## src/rtl/board_io_pkg.sv

```systemverilog
// Shared board I/O definitions: scan FSM states, matrix geometry and row
// priority helper used by the keypad scanner.
package board_io_pkg;

  typedef enum logic [1:0] {
    SCAN     = 2'd0,
    DEBOUNCE = 2'd1,
    PRESSED  = 2'd2,
    RELEASE  = 2'd3
  } scan_state_t;

  localparam int NUM_COLS = 4;
  localparam int NUM_ROWS = 4;
  localparam logic [NUM_COLS-1:0] COL_RESET = 4'b1110;

  // Lowest-index low row wins (row0 has highest priority).
  function automatic logic [1:0] first_low_row(input logic [NUM_ROWS-1:0] rows);
    logic [1:0] idx;
    idx = 2'd0;
    for (int i = NUM_ROWS - 1; i >= 0; i--) begin
      if (!rows[i]) idx = 2'(i);
    end
    return idx;
  endfunction

endpackage

```

## src/rtl/scan_tick_gen.sv

```systemverilog
// Free-running prescaler: tick is high for one clk every SCAN_DIV clks,
// while the count sits at SCAN_DIV-1.
module scan_tick_gen #(
  parameter int SCAN_DIV = 100000,
  parameter int CNT_W    = 17
) (
  input  logic clk,
  input  logic reset,
  output logic tick
);

  localparam logic [CNT_W-1:0] CNT_LAST = CNT_W'(SCAN_DIV - 1);

  logic [CNT_W-1:0] cnt_q;
  logic [CNT_W-1:0] cnt_d;

  assign tick  = (cnt_q == CNT_LAST);
  assign cnt_d = tick ? '0 : cnt_q + CNT_W'(1);

  always_ff @(posedge clk or posedge reset) begin
    if (reset) cnt_q <= '0;
    else       cnt_q <= cnt_d;
  end

endmodule

```

## src/rtl/keypad_scanner.sv

```systemverilog
// 4x4 active-low keypad scanner: rotates column drive, synchronizes rows and
// debounces press/release into a key code, a valid strobe and a held level.
//   state    | meaning
//   SCAN     | rotating columns, waiting for any row low
//   DEBOUNCE | column frozen, counting matching ticks before accepting press
//   PRESSED  | key accepted, waiting for all rows high
//   RELEASE  | counting all-high ticks before accepting release
module keypad_scanner
  import board_io_pkg::*;
#(
  parameter int SCAN_DIV       = 100000,
  parameter int DEBOUNCE_SCANS = 4,
  parameter int CNT_W          = 17
) (
  input  logic                clk,
  input  logic                reset,
  output logic [NUM_COLS-1:0] col,
  input  logic [NUM_ROWS-1:0] row,
  output logic [3:0]          key_code,
  output logic                key_valid,
  output logic                key_held
);

  localparam int DB_W = (DEBOUNCE_SCANS > 1) ? $clog2(DEBOUNCE_SCANS) : 1;
  // Count holds (matching ticks - 1); the tick after DB_LAST completes the run.
  localparam logic [DB_W-1:0] DB_LAST =
    DB_W'((DEBOUNCE_SCANS >= 2) ? DEBOUNCE_SCANS - 2 : 0);

  logic                tick;
  scan_state_t         state_q;
  logic [NUM_ROWS-1:0] row_meta_q;
  logic [NUM_ROWS-1:0] row_s_q;
  logic [NUM_COLS-1:0] col_q;
  logic [1:0]          col_idx_q;
  logic [1:0]          row_idx_q;
  logic [DB_W-1:0]     db_cnt_q;
  logic [3:0]          key_code_q;
  logic                key_valid_q;
  logic                key_held_q;

  logic       key_present;
  logic [1:0] det_row;

  scan_tick_gen #(
    .SCAN_DIV (SCAN_DIV),
    .CNT_W    (CNT_W)
  ) u_tick (
    .clk   (clk),
    .reset (reset),
    .tick  (tick)
  );

  assign key_present = ~&row_s_q;
  assign det_row     = first_low_row(row_s_q);

  always_ff @(posedge clk or posedge reset) begin
    if (reset) begin
      state_q     <= SCAN;
      row_meta_q  <= '1;
      row_s_q     <= '1;
      col_q       <= COL_RESET;
      col_idx_q   <= 2'd0;
      row_idx_q   <= 2'd0;
      db_cnt_q    <= '0;
      key_code_q  <= 4'd0;
      key_valid_q <= 1'b0;
      key_held_q  <= 1'b0;
    end else begin
      row_meta_q  <= row;
      row_s_q     <= row_meta_q;
      key_valid_q <= 1'b0;
      if (tick) begin
        case (state_q)
          SCAN: begin
            if (key_present) begin
              row_idx_q <= det_row;
              db_cnt_q  <= '0;
              if (DEBOUNCE_SCANS == 1) begin
                key_code_q  <= {det_row, col_idx_q};
                key_valid_q <= 1'b1;
                key_held_q  <= 1'b1;
                state_q     <= PRESSED;
              end else begin
                state_q <= DEBOUNCE;
              end
            end else begin
              col_q     <= {col_q[NUM_COLS-2:0], col_q[NUM_COLS-1]};
              col_idx_q <= col_idx_q + 2'd1;
            end
          end
          DEBOUNCE: begin
            if (key_present && (det_row == row_idx_q)) begin
              if (db_cnt_q == DB_LAST) begin
                key_code_q  <= {row_idx_q, col_idx_q};
                key_valid_q <= 1'b1;
                key_held_q  <= 1'b1;
                state_q     <= PRESSED;
              end else begin
                db_cnt_q <= db_cnt_q + DB_W'(1);
              end
            end else begin
              state_q   <= SCAN;
              col_q     <= {col_q[NUM_COLS-2:0], col_q[NUM_COLS-1]};
              col_idx_q <= col_idx_q + 2'd1;
            end
          end
          PRESSED: begin
            if (!key_present) begin
              db_cnt_q <= '0;
              if (DEBOUNCE_SCANS == 1) begin
                key_held_q <= 1'b0;
                state_q    <= SCAN;
                col_q      <= {col_q[NUM_COLS-2:0], col_q[NUM_COLS-1]};
                col_idx_q  <= col_idx_q + 2'd1;
              end else begin
                state_q <= RELEASE;
              end
            end
          end
          RELEASE: begin
            if (!key_present) begin
              if (db_cnt_q == DB_LAST) begin
                key_held_q <= 1'b0;
                state_q    <= SCAN;
                col_q      <= {col_q[NUM_COLS-2:0], col_q[NUM_COLS-1]};
                col_idx_q  <= col_idx_q + 2'd1;
              end else begin
                db_cnt_q <= db_cnt_q + DB_W'(1);
              end
            end else begin
              db_cnt_q <= '0;
              state_q  <= PRESSED;
            end
          end
          default: state_q <= SCAN;
        endcase
      end
    end
  end

  assign col       = col_q;
  assign key_code  = key_code_q;
  assign key_valid = key_valid_q;
  assign key_held  = key_held_q;

endmodule

```

## config.mk

```make
export PLATFORM = sky130hd
export DESIGN_NAME = keypad_scanner
export DESIGN_NICKNAME = d
export VERILOG_FILES = /design/src/rtl/board_io_pkg.sv /design/src/rtl/scan_tick_gen.sv /design/src/rtl/keypad_scanner.sv
export SDC_FILE = /design/constraint.sdc
export NUM_CORES = 1
export LEC_CHECK = 0
export BUFFER_PORTS_ARGS = -buffer_cell sky130_fd_sc_hd__buf_2
export CAP_MARGIN = 20
export CORE_ASPECT_RATIO = 0.7
export CORE_MARGIN = 2
export CORE_UTILIZATION = 25
export CTS_CLUSTER_DIAMETER = 40
export CTS_CLUSTER_SIZE = 24
export DETAILED_ROUTE_END_ITERATION = 16
export GPL_TIMING_DRIVEN = 0
export SETUP_SLACK_MARGIN = 0.5
export SLEW_MARGIN = 30
export SYNTH_ARGS = -nofsm -noshare
export SYNTH_HDL_FRONTEND = slang
export SYNTH_SLANG_ARGS = --single-unit
```

## constraint.sdc

```tcl
create_clock -name clk -period 2.1 [get_ports clk]
set_input_delay 0.21 -clock clk [delete_from_list [all_inputs] [get_ports clk]]
set_output_delay 0.21 -clock clk [all_outputs]
set_load 0.01 [all_outputs]
```

==> impl_metrics.py, run 1 <==
metrics = {
    "clocking": {
        "clockBufferDepth": 2,
        "cts.sinks": 43,
        "htree_levels": 2,
        "cts_root_buf": "clkbuf_16",
        "cts_buffers": 5,
        "clk_pin_slew_ns": 0.06,
        "clk_latency_ns": 0.28,
        "cts_tree": "done",
    },
    "worst_setup_path": {
        "worst_r2r_endpoint": "col[0]",
        "end_kind": "flip-flop",
        "cp_slowest_stage_delay_ns": 0.45,
        "crit_path_cell_trace": "nor4_4, and4_1, and4_4, and3_4, buf_6, mux2_4",
        "worstSetupStartpoint": "u_tick.cnt_q[11]",
        "crit_path_end": "col[0]",
        "rrSetupSlack_ns": 0.19,
        "r2r_cells": 6,
        "worstSetupPathType": "flip-flop to flip-flop",
        "crit_slowest_cell": "dfrtp_1",
        "start_kind": "flip-flop",
        "required_ns": 2.26,
        "r2r_start": "u_tick.cnt_q[11]",
        "path_max_fanout": 5,
        "crit_arrival_ns": 2.08,
    },
    "timing": {
        "finClkSkew_ns": 0.00304,
        "final-setup-viol-count": 0,
        "fmaxAchievable_ghz": 0.523,
        "slew_headroom_pct": 74.1,
        "tns_ns": 0,
        "finalHoldViolations": 0,
        "whs_ns": 0.0250,
        "finalCritPeriodShare_pct": 91.1,
        "grt_setup_unrepaired": "true",
        "finalCriticalPeriod_ns": 1.91,
        "tightestPinTransition_ns": 0.385,
        "slew_violations": 0,
    },
    "logic_synthesis": {
        "yosysSeqAreaShare_pct": 54.0,
        "yosysTopAreaCellShare_pct": 39.7,
        "synth.net_count": 177,
        "synth_top_area_cell": "dfrtp_1",
        "ys_ff_latch": 43,
        "synth.avg_cell_area_um2": 12.0,
        "synthCells": 168,
        "synth_edf_count": 0,
        "synth_ff_type": "dfrtp_1",
        "synthesis.area_um2": 2020,
        "synth_cell_types": 49,
        "ys_warn_count": 0,
        "async_reset_ff_share_pct": 100,
        "synth.area.top_cells": "dfrtp_1 40%, dfstp_2 14%, xnor2_1 3.9%",
    },
    "global_routing": {
        "grt_max_degree": 30,
        "use_met2_pct": 14.9,
        "grt_util_all_layers_pct": 9.62,
        "grt_pass1_vias": 1420,
        "grt_busiest_layer": "met2",
        "grt_pass1_wl_um": 6750,
        "met3_usage_pct": 3.13,
        "antenna_found_initial": 0,
        "met1_usage_pct": 13.3,
        "grt_overflow": 0,
    },
    "route": {
        "drc": 0,
        "drt_iter0_drc": 27,
        "firstDrtPassIters": 4,
        "wl_um": 4290,
        "drt-vias-per-instance": 4.48,
        "ant_nets": 0,
        "num_vias": 1411,
        "wl_per_cell_um": 13.6,
    },
    "placed_design": {
        "dpl.hpwl_um": 2610,
        "gp_congestion": 0.790,
        "io_buffers": 15,
        "placed_area_um2": 2270,
    },
    "power": {
        "p_leak_nw": 1.21,
        "powerDensity_nw_per_um2": 654,
        "vdd_drop_max_v": 0.000338,
    },
    "floorplan": {
        "start_util_pct": 25.7,
        "rows": 27,
        "io_pins": 16,
        "core_area_um2": 7840,
        "chipHeight_um": 79.2,
        "dieWidth_um": 111,
        "fp.dieArea_um2": 8810,
    },
    "final_layout": {
        "final_area_um2": 2750,
        "final_core_util_pct": 35.1,
        "nNetsFinal": 222,
        "diodes": 0,
        "areaGrowthSynthToFinish_pct": 36.5,
        "drive_gt1_share_pct": 44.9,
    },
    "status": {
        "outcome": "finished clean",
    },
    "min_path": {
        "hold_path.class": "primary input to flip-flop",
    },
    "flow_run": {
        "cap_violations": 0,
    },
}
[power by group]
group / switching (W) / leakage, nW / internal, W / total (W)
Combinational: 0.0000327 / 0.577 / 0.0000224 / 0.0000551
Sequential: 0.00000422 / 0.548 / 0.000843 / 0.000847
Clock: 0.000307 / 0.0868 / 0.000591 / 0.000899
[how the worst min path moves through the flow]
stage	from	endpoint	slack [ns]	cells past startpoint
after floorplan	row[0]	row_meta_q[0]	0.21	0
after global routing	row[3]	row_meta_q[3]	0.02	1
final	row[2]	row_meta_q[2]	0.02	1
after CTS	row[2]	row_meta_q[2]	0.02	1
after detailed placement	reset	db_cnt_q[0]	0.20	2
after global placement	row[0]	row_meta_q[0]	0.32	1
[cell usage in the layout (no fill, tap or decap), drive strengths merged, types with 3 or more instances in the layout]
| cell | count |
|---|---|
| dfstp | 11 |
| nand4 | 5 |
| xor2 | 6 |
| and3 | 3 |
| inv | 8 |
| xnor2 | 9 |
| and2 | 3 |
| mux2 | 9 |
| dfrtp | 32 |
| ha | 3 |
| and4 | 5 |
| clkbuf | 7 |
| mux2i | 5 |
| buf | 39 |
| nand2 | 16 |
| nor2 | 8 |
| nand3 | 4 |
| nor4 | 6 |
| nor3 | 3 |
| a21oi | 4 |
[cell usage after synthesis (5+ instances only)]
library cell	number
dfrtp_1	32
nor2_1	8
nand2_1	15
mux2i_1	5
xor2_1	6
dfstp_2	11
inv_1	8
mux2_4	5
xnor2_1	9
nand4_1	5
[critical path, delay by kind of cell (launching register included)]
kind                   cells  cell delay, ns
DFF                        1            0.45
muxes                      1            0.29
and+or+nand+nor            4            0.94
buffers and inverters      1            0.12
[kinds of logic after synthesis]
family                   synth area share (%)
adder cells (fa/ha/maj)                  1.86
AND/OR/NAND/NOR                          20.8
flip-flops                               54.0
XOR/XNOR                                 6.51
AO/OA/AOI/OAI                            5.52
multiplexers                             8.44
buffers and inverters                    2.79
[registers in the layout (all words and copies together) (netlist names)]
signal and flops:
key_valid 1, col 4, db_cnt_q 2, col_idx_q 2, state_q 2, key_code 4
key_held 1, row_meta_q 4, row_s_q 4, row_idx_q 2, u_tick.cnt_q 17
[stage by stage]
stage | worst slack, ns | std cells | total power (W)
2_1_floorplan | 0.276 | 168 | 0.000885
3_3_place_gp | 0.0352 | 284 | 0.000897
3_5_place_dp | 0.0207 | 285 | 0.000903
4_1_cts | 0.218 | 309 | 0.00182
5_1_grt | 0.128 | 315 | 0.00187
6_report | 0.187 | 315 | 0.00180
[per-layer routing]
| metal | vias to the layer above | wire length, um |
|---|---|---|
| li1 | 688 | - |
| met1 | 703 | 2100 |
| met2 | 18 | 2040 |
| met3 | 2 | 134 |
| met4 | 0 | 10 |
| met5 | - | 0 |
[area by class of cell]
cell class,count,area (um2)
flip-flops and latches,43,1090
clock buffers,6,139
inverters,8,30.0
multi-input cells,114,1030
repair buffers,38,270
fillers,770,5080
clock inverters,2,35.0
well taps,101,126
plain buffers,3,27.5
[repair_timing]
item / 4_1_cts / 5_1_grt
buffers inserted: 15 / 6
endpoints found under the hold margin: 6 / 0
gates resized for setup: 11 / 15
hold buffers: 1 / 0
setup endpoints to repair: 19 / 23
pin swaps: 5 / 3
(Power assumes the default switching activity.)
==> run 2, diff against run 1 <==
--- a/config.mk
+++ b/config.mk
@@ -5,6 +5,7 @@
 export SDC_FILE = /design/constraint.sdc
 export NUM_CORES = 1
 export LEC_CHECK = 0
+export ABC_AREA = 1
 export BUFFER_PORTS_ARGS = -buffer_cell sky130_fd_sc_hd__buf_2
 export CAP_MARGIN = 20
 export CORE_ASPECT_RATIO = 0.7
@@ -13,6 +14,7 @@
 export CTS_CLUSTER_DIAMETER = 40
 export CTS_CLUSTER_SIZE = 24
 export DETAILED_ROUTE_END_ITERATION = 16
+export GPL_ROUTABILITY_DRIVEN = 0
 export GPL_TIMING_DRIVEN = 0
 export SETUP_SLACK_MARGIN = 0.5
 export SLEW_MARGIN = 30
==> run 2 against run 1 <==
Clock power is 11% lower. Synthesized area rose by 14%. Combinational power fell by 9.3%. Non-clock buffer count fell by 19. Sequential cell count did not move. Critical endpoint unchanged.
==> impl_metrics.py, run 2 <==
metrics = {
    "route": {
        "wl_per_cell_um": 10.9,
        "drt_iter0_drc": 97,
        "ant_nets": 0,
        "drc": 0,
        "firstDrtPassIters": 4,
        "drt-vias-per-instance": 4.18,
        "wl_um": 4520,
        "num_vias": 1732,
    },
    "timing": {
        "finClkSkew_ns": 0.00962,
        "fmaxAchievable_ghz": 0.636,
        "whs_ns": 0.0216,
        "layout_setup_ws_ns": 0.527,
        "final-setup-viol-count": 0,
        "slew_violations": 0,
        "tns_ns": 0,
        "tightestPinTransition_ns": 0.468,
        "finalHoldViolations": 0,
        "finalCriticalPeriod_ns": 1.57,
        "slew_headroom_pct": 68.8,
        "grt_setup_unrepaired": "true",
        "finalCritPeriodShare_pct": 74.9,
    },
    "floorplan": {
        "dieWidth_um": 118,
        "start_util_pct": 25.5,
        "rows": 29,
        "io_pins": 16,
        "core_area_um2": 9000,
        "fp.dieArea_um2": 9970,
        "chipHeight_um": 84.1,
    },
    "min_path": {
        "min_path_cells": 1,
        "hold_path.class": "primary input to flip-flop",
    },
    "placed_design": {
        "placed_area_um2": 2540,
        "dpl.hpwl_um": 3270,
        "io_buffers": 15,
        "dp_worst_setup_slack_ns": 0.521,
    },
    "logic_synthesis": {
        "synth_most_common_cell": "nand2_1",
        "synth.area.top_cells": "dfrtp_1 35%, dfstp_2 13%, nand2_1 9.5%",
        "async_reset_ff_share_pct": 100,
        "synth_ff_type": "dfrtp_1",
        "ys_warn_count": 0,
        "ys_ff_latch": 43,
        "ys_top_cells_by_count": "58 x nand2_1, 32 x dfrtp_1, 32 x inv_1, 25 x nor2_1, 15 x nand4_1",
        "synth_cell_types": 28,
        "synth.net_count": 269,
        "synth.avg_cell_area_um2": 8.82,
        "yosysSeqAreaShare_pct": 47.5,
        "yosysTopAreaCellShare_pct": 34.9,
        "synthesis.area_um2": 2290,
        "synthCells": 260,
        "synth_top_area_cell": "dfrtp_1",
        "synth_edf_count": 0,
    },
    "final_layout": {
        "final_area_um2": 2800,
        "final.fill_count": 956,
        "final_cell_mix": "50 x nand2_1, 31 x inv_1, 31 x dfrtp_1",
        "final-seq-area_um2": 1090,
        "multi_input_area_um2": 1080,
        "final_common_cell": "nand2_1",
        "regMostFlops": "u_tick.cnt_q",
        "nNetsFinal": 298,
        "largest_reg_flops": 17,
        "drive_gt1_share_pct": 31.7,
        "areaGrowthSynthToFinish_pct": 22.1,
        "diodes": 0,
    },
    "power": {
        "p_leak_nw": 1.35,
        "comb_power_share_pct": 2.9,
        "p_total_w": 0.00170,
        "vdd_drop_max_v": 0.000374,
        "internal_power_w": 0.00133,
        "swShare_pct": 21.4,
        "p_clk_share_pct": 47.1,
        "p_switching_w": 0.000362,
        "pwr-share-seq_pct": 49.9,
        "powerDensity_nw_per_um2": 605,
    },
    "worst_setup_path": {
        "end_kind": "flip-flop",
        "cp_slowest_stage_delay_ns": 0.37,
        "path_delay_family": "simple AND/OR/NAND/NOR gates",
        "crit_path_cell_trace": "ha_2, nand2_2, inv_4, nand2_4, nor2_8, nand3_4, nor2_8, nand3_4, nand2_2, nand2_1",
        "start_kind": "flip-flop",
        "path_max_fanout": 7,
        "crit_slowest_cell": "dfrtp_1",
        "cp.depth": 10,
        "worstSetupPathType": "flip-flop to flip-flop",
        "r2r_cells": 10,
        "crit_buf_inv": 1,
        "crit_arrival_ns": 1.75,
        "required_ns": 2.28,
    },
    "flow_run": {
        "cap_violations": 0,
    },
    "global_routing": {
        "grt_pass1_vias": 1646,
        "grt_util_all_layers_pct": 9.77,
        "grt_max_degree": 25,
        "grt_pass1_wl_um": 7920,
        "antenna_found_initial": 0,
        "grt_overflow": 0,
    },
    "clocking": {
        "cts.sinks": 43,
        "clk_pin_slew_ns": 0.06,
        "cts_tree": "done",
        "cts_buffers": 5,
        "htree_levels": 2,
        "cts_root_buf": "clkbuf_16",
        "clk_latency_ns": 0.28,
        "clockBufferDepth": 2,
    },
    "status": {
        "outcome": "finished clean",
    },
}
run 2: worst paths after layout:
path | start | end | slack [ns]
max in group asynchronous | reset | row_s_q[0] | 1.05
min in group asynchronous | reset | key_code[1] | 0.49
setup reg to reg | u_tick.cnt_q[0] | col[0] | 0.53
hold / removal | row[0] | row_meta_q[0] | 0.02
setup / recovery | u_tick.cnt_q[0] | col[0] | 0.53
hold reg to reg | row_meta_q[3] | row_s_q[3] | 0.36
run 2: metal layers:
metal  part of all wire, %  global-route usage (%)  vias up
met5                     0                       0        -
met4                  0.77                    1.95        0
met3                   5.5                    2.85        5
met2                    38                    13.1       44
met1                    56                    15.3      797
li1                      -                       -      886
run 2: power by group through the flow:
| stage | logic, W | clock network [W] | registers [W] |
|---|---|---|---|
| after global routing | 0.0000574 | 0.000869 | 0.000846 |
| after global placement | 0.0000399 | 0 | 0.000861 |
| after detailed placement | 0.0000456 | 0 | 0.000861 |
| after CTS | 0.0000471 | 0.000829 | 0.000846 |
| final | 0.0000500 | 0.000799 | 0.000846 |
| after floorplan | 0.0000281 | 0 | 0.000860 |
run 2: cell type report:
type / instances / area share [%]
repair buffers: 22 / 5.23
clock inverters: 2 / 0.581
multi-input cells: 175 / 38.5
well taps: 124 / 5.54
inverters: 42 / 6.21
clock buffers: 6 / 4.96
flip-flops and latches: 43 / 38.9
run 2: what timing repair did:
item,CTS,global route
endpoints found under the setup margin,0,16
buffers inserted,0,5
gates resized for setup,0,17
hold buffers,1,0
hold endpoints to repair,14,0
run 2: through the flow:
stage | cells | utilization [%]
after floorplan | 260 | -
after global placement | 399 | 28.0
after detailed placement | 400 | 28.3
after CTS | 409 | 30.1
after global routing | 414 | 31.1
final | 414 | 31.1
run 2: cells by family (layout without fill, tap and decap cells):
kind of cell / Yosys count / after routing / synth area share (%)
AO/OA/AOI/OAI: 15 / 15 / 3.38
flip-flops: 43 / 43 / 47.5
XOR/XNOR: 10 / 10 / 3.82
AND/OR/NAND/NOR: 147 / 147 / 36.2
adder cells (fa/ha/maj): 3 / 3 / 1.64
buffers and inverters: 42 / 72 / 7.47
==> run 3, diff against run 2 <==
==> constraint.sdc (replaced) <==
create_clock -name clk -period 1.6 [get_ports clk]
set_input_delay 0.16 -clock clk [delete_from_list [all_inputs] [get_ports clk]]
set_output_delay 0.16 -clock clk [all_outputs]
set_load 0.01 [all_outputs]
==> run 3 against run 2 <==
Count of clock-buffer cells in the layout up 1. Via count up 4.6%. Design area up 14%. Global-route usage up 0.37 points. Critical path depth down 2. Critical path type unchanged. Largest power group unchanged. Highest routed layer unchanged.
==> impl_metrics.py, run 3 (same netlist as run 2, synthesis figures left out) <==
metrics = {
    "status": {
        "outcome": "finished clean",
    },
    "clocking": {
        "cts.sinks": 43,
        "cts_buffers": 5,
        "clockBufferDepth": 2,
        "cts_root_buf": "clkbuf_16",
        "htree_levels": 2,
        "clk_pin_slew_ns": 0.06,
        "clk_latency_ns": 0.29,
        "cts_tree": "done",
    },
    "power": {
        "p_leak_nw": 1.56,
        "powerDensity_nw_per_um2": 686,
        "vdd_drop_max_v": 0.000395,
    },
    "worst_setup_path": {
        "required_ns": 1.77,
        "crit_path_cell_trace": "nor2_2, nand2_2, nor2_8, nand3_4, nor2_8, nand3_4, nand2_1, nand2_1",
        "crit_arrival_ns": 1.72,
        "crit_buf_inv": 0,
        "r2r_start": "u_tick.cnt_q[6]",
        "r2r_cells": 8,
        "worstSetupStartpoint": "u_tick.cnt_q[6]",
        "path_max_fanout": 7,
        "cp_slowest_stage_delay_ns": 0.45,
        "crit_path_end": "col_idx_q[1]",
        "start_kind": "flip-flop",
        "path_delay_family": "simple AND/OR/NAND/NOR gates",
        "cp.depth": 8,
        "worst_r2r_endpoint": "col_idx_q[1]",
        "worstSetupPathType": "flip-flop to flip-flop",
        "end_kind": "flip-flop",
        "crit_slowest_cell": "dfrtp_1",
        "rrSetupSlack_ns": 0.06,
    },
    "final_layout": {
        "areaGrowthSynthToFinish_pct": 39.0,
        "final_area_um2": 3190,
        "largest_reg_flops": 17,
        "nNetsFinal": 317,
        "final_common_cell": "nand2_1",
        "drive_gt1_share_pct": 43.7,
        "final_cell_mix": "45 x nand2_1, 28 x dfrtp_1, 27 x inv_1",
        "regMostFlops": "u_tick.cnt_q",
        "diodes": 0,
        "finalNonFillerCells": 433,
    },
    "flow_run": {
        "cap_violations": 0,
    },
    "route": {
        "drt_iter0_drc": 78,
        "ant_nets": 0,
        "drt-vias-per-instance": 4.18,
        "num_vias": 1811,
        "firstDrtPassIters": 4,
        "wl_per_cell_um": 11.7,
        "drc": 0,
        "wl_um": 5070,
    },
    "placed_design": {
        "dpl.hpwl_um": 3250,
        "dpl.cell_count": 399,
        "io_buffers": 15,
        "placed_area_um2": 2580,
    },
    "global_routing": {
        "grt_overflow": 0,
        "grt_max_degree": 44,
        "grt_util_all_layers_pct": 10.1,
        "antenna_found_initial": 0,
        "grt_pass1_wl_um": 8220,
        "grt_pass1_vias": 1737,
    },
    "timing": {
        "final-setup-viol-count": 0,
        "tightestPinTransition_ns": 0.429,
        "fmaxAchievable_ghz": 0.648,
        "finClkSkew_ns": 0.00594,
        "finalCriticalPeriod_ns": 1.54,
        "grt_setup_unrepaired": "true",
        "slew_headroom_pct": 71.3,
        "finalCritPeriodShare_pct": 96.4,
        "tns_ns": 0,
        "finalHoldViolations": 0,
        "slew_violations": 0,
    },
    "floorplan": {
        "fp.dieArea_um2": 9970,
        "dieWidth_um": 118,
        "chipHeight_um": 84.1,
        "io_pins": 16,
        "start_util_pct": 25.5,
        "core_area_um2": 9000,
        "rows": 29,
    },
    "min_path": {
        "hold_path.class": "flip-flop to flip-flop",
    },
}
==> run 3: stage by stage <==
step           hold WS (ns)  worst slack, ns  total power (W)  util, %
2_1_floorplan         0.154            0.212          0.00117        -
3_3_place_gp          0.264           0.0750          0.00119     28.7
3_5_place_dp          0.266           0.0398          0.00119     28.7
4_1_cts               0.107           0.0842          0.00219     32.7
5_1_grt               0.358          -0.0208          0.00226     35.4
6_report              0.356           0.0579          0.00218     35.4
==> run 3: worst min path at each step <==
stage                        from          endpoint  depth (start not counted)  slack (ns)
CTS                         reset  u_tick.cnt_q[11]                          2        0.11
floorplan                   reset            col[0]                          1        0.15
global route        row_meta_q[1]        row_s_q[1]                          0        0.36
detailed placement         row[0]     row_meta_q[0]                          1        0.27
global placement           row[0]     row_meta_q[0]                          1        0.26
finish              row_meta_q[0]        row_s_q[0]                          0        0.36
==> run 3: what timing repair did <==
item	4_1_cts	5_1_grt
buffers inserted	13	7
setup endpoints to repair	37	37
resized for setup	20	41
pin swaps	13	18
endpoints found under the hold margin	4	17
hold buffers	4	1
==> run 3: cell type report <==
cell class / instances / area, um2
timing repair buffer: 41 / 333
sequential: 43 / 1090
multi-input combinational: 175 / 1290
clock buffer: 7 / 133
tap: 124 / 155
inverter: 42 / 180
clock inverter: 1 / 5.00
fill: 940 / 5810
==> run 3: metal layers <==
layer	track usage, %	part of all wire (%)	vias up	wire [um]
met3	2.79	4.2	8	214
met5	0	0	-	0
met2	14.7	45	39	2280
met4	3.25	1.6	0	82
met1	14.6	49	846	2490
li1	-	-	918	-
==> run 3: where the power goes <==
group / total [W] / switching, W / internal, W
clock: 0.000982 / 0.000405 / 0.000577
combinational: 0.0000905 / 0.0000570 / 0.0000336
sequential: 0.00111 / 0.00000580 / 0.00111
total: 0.00218 / 0.000468 / 0.00172
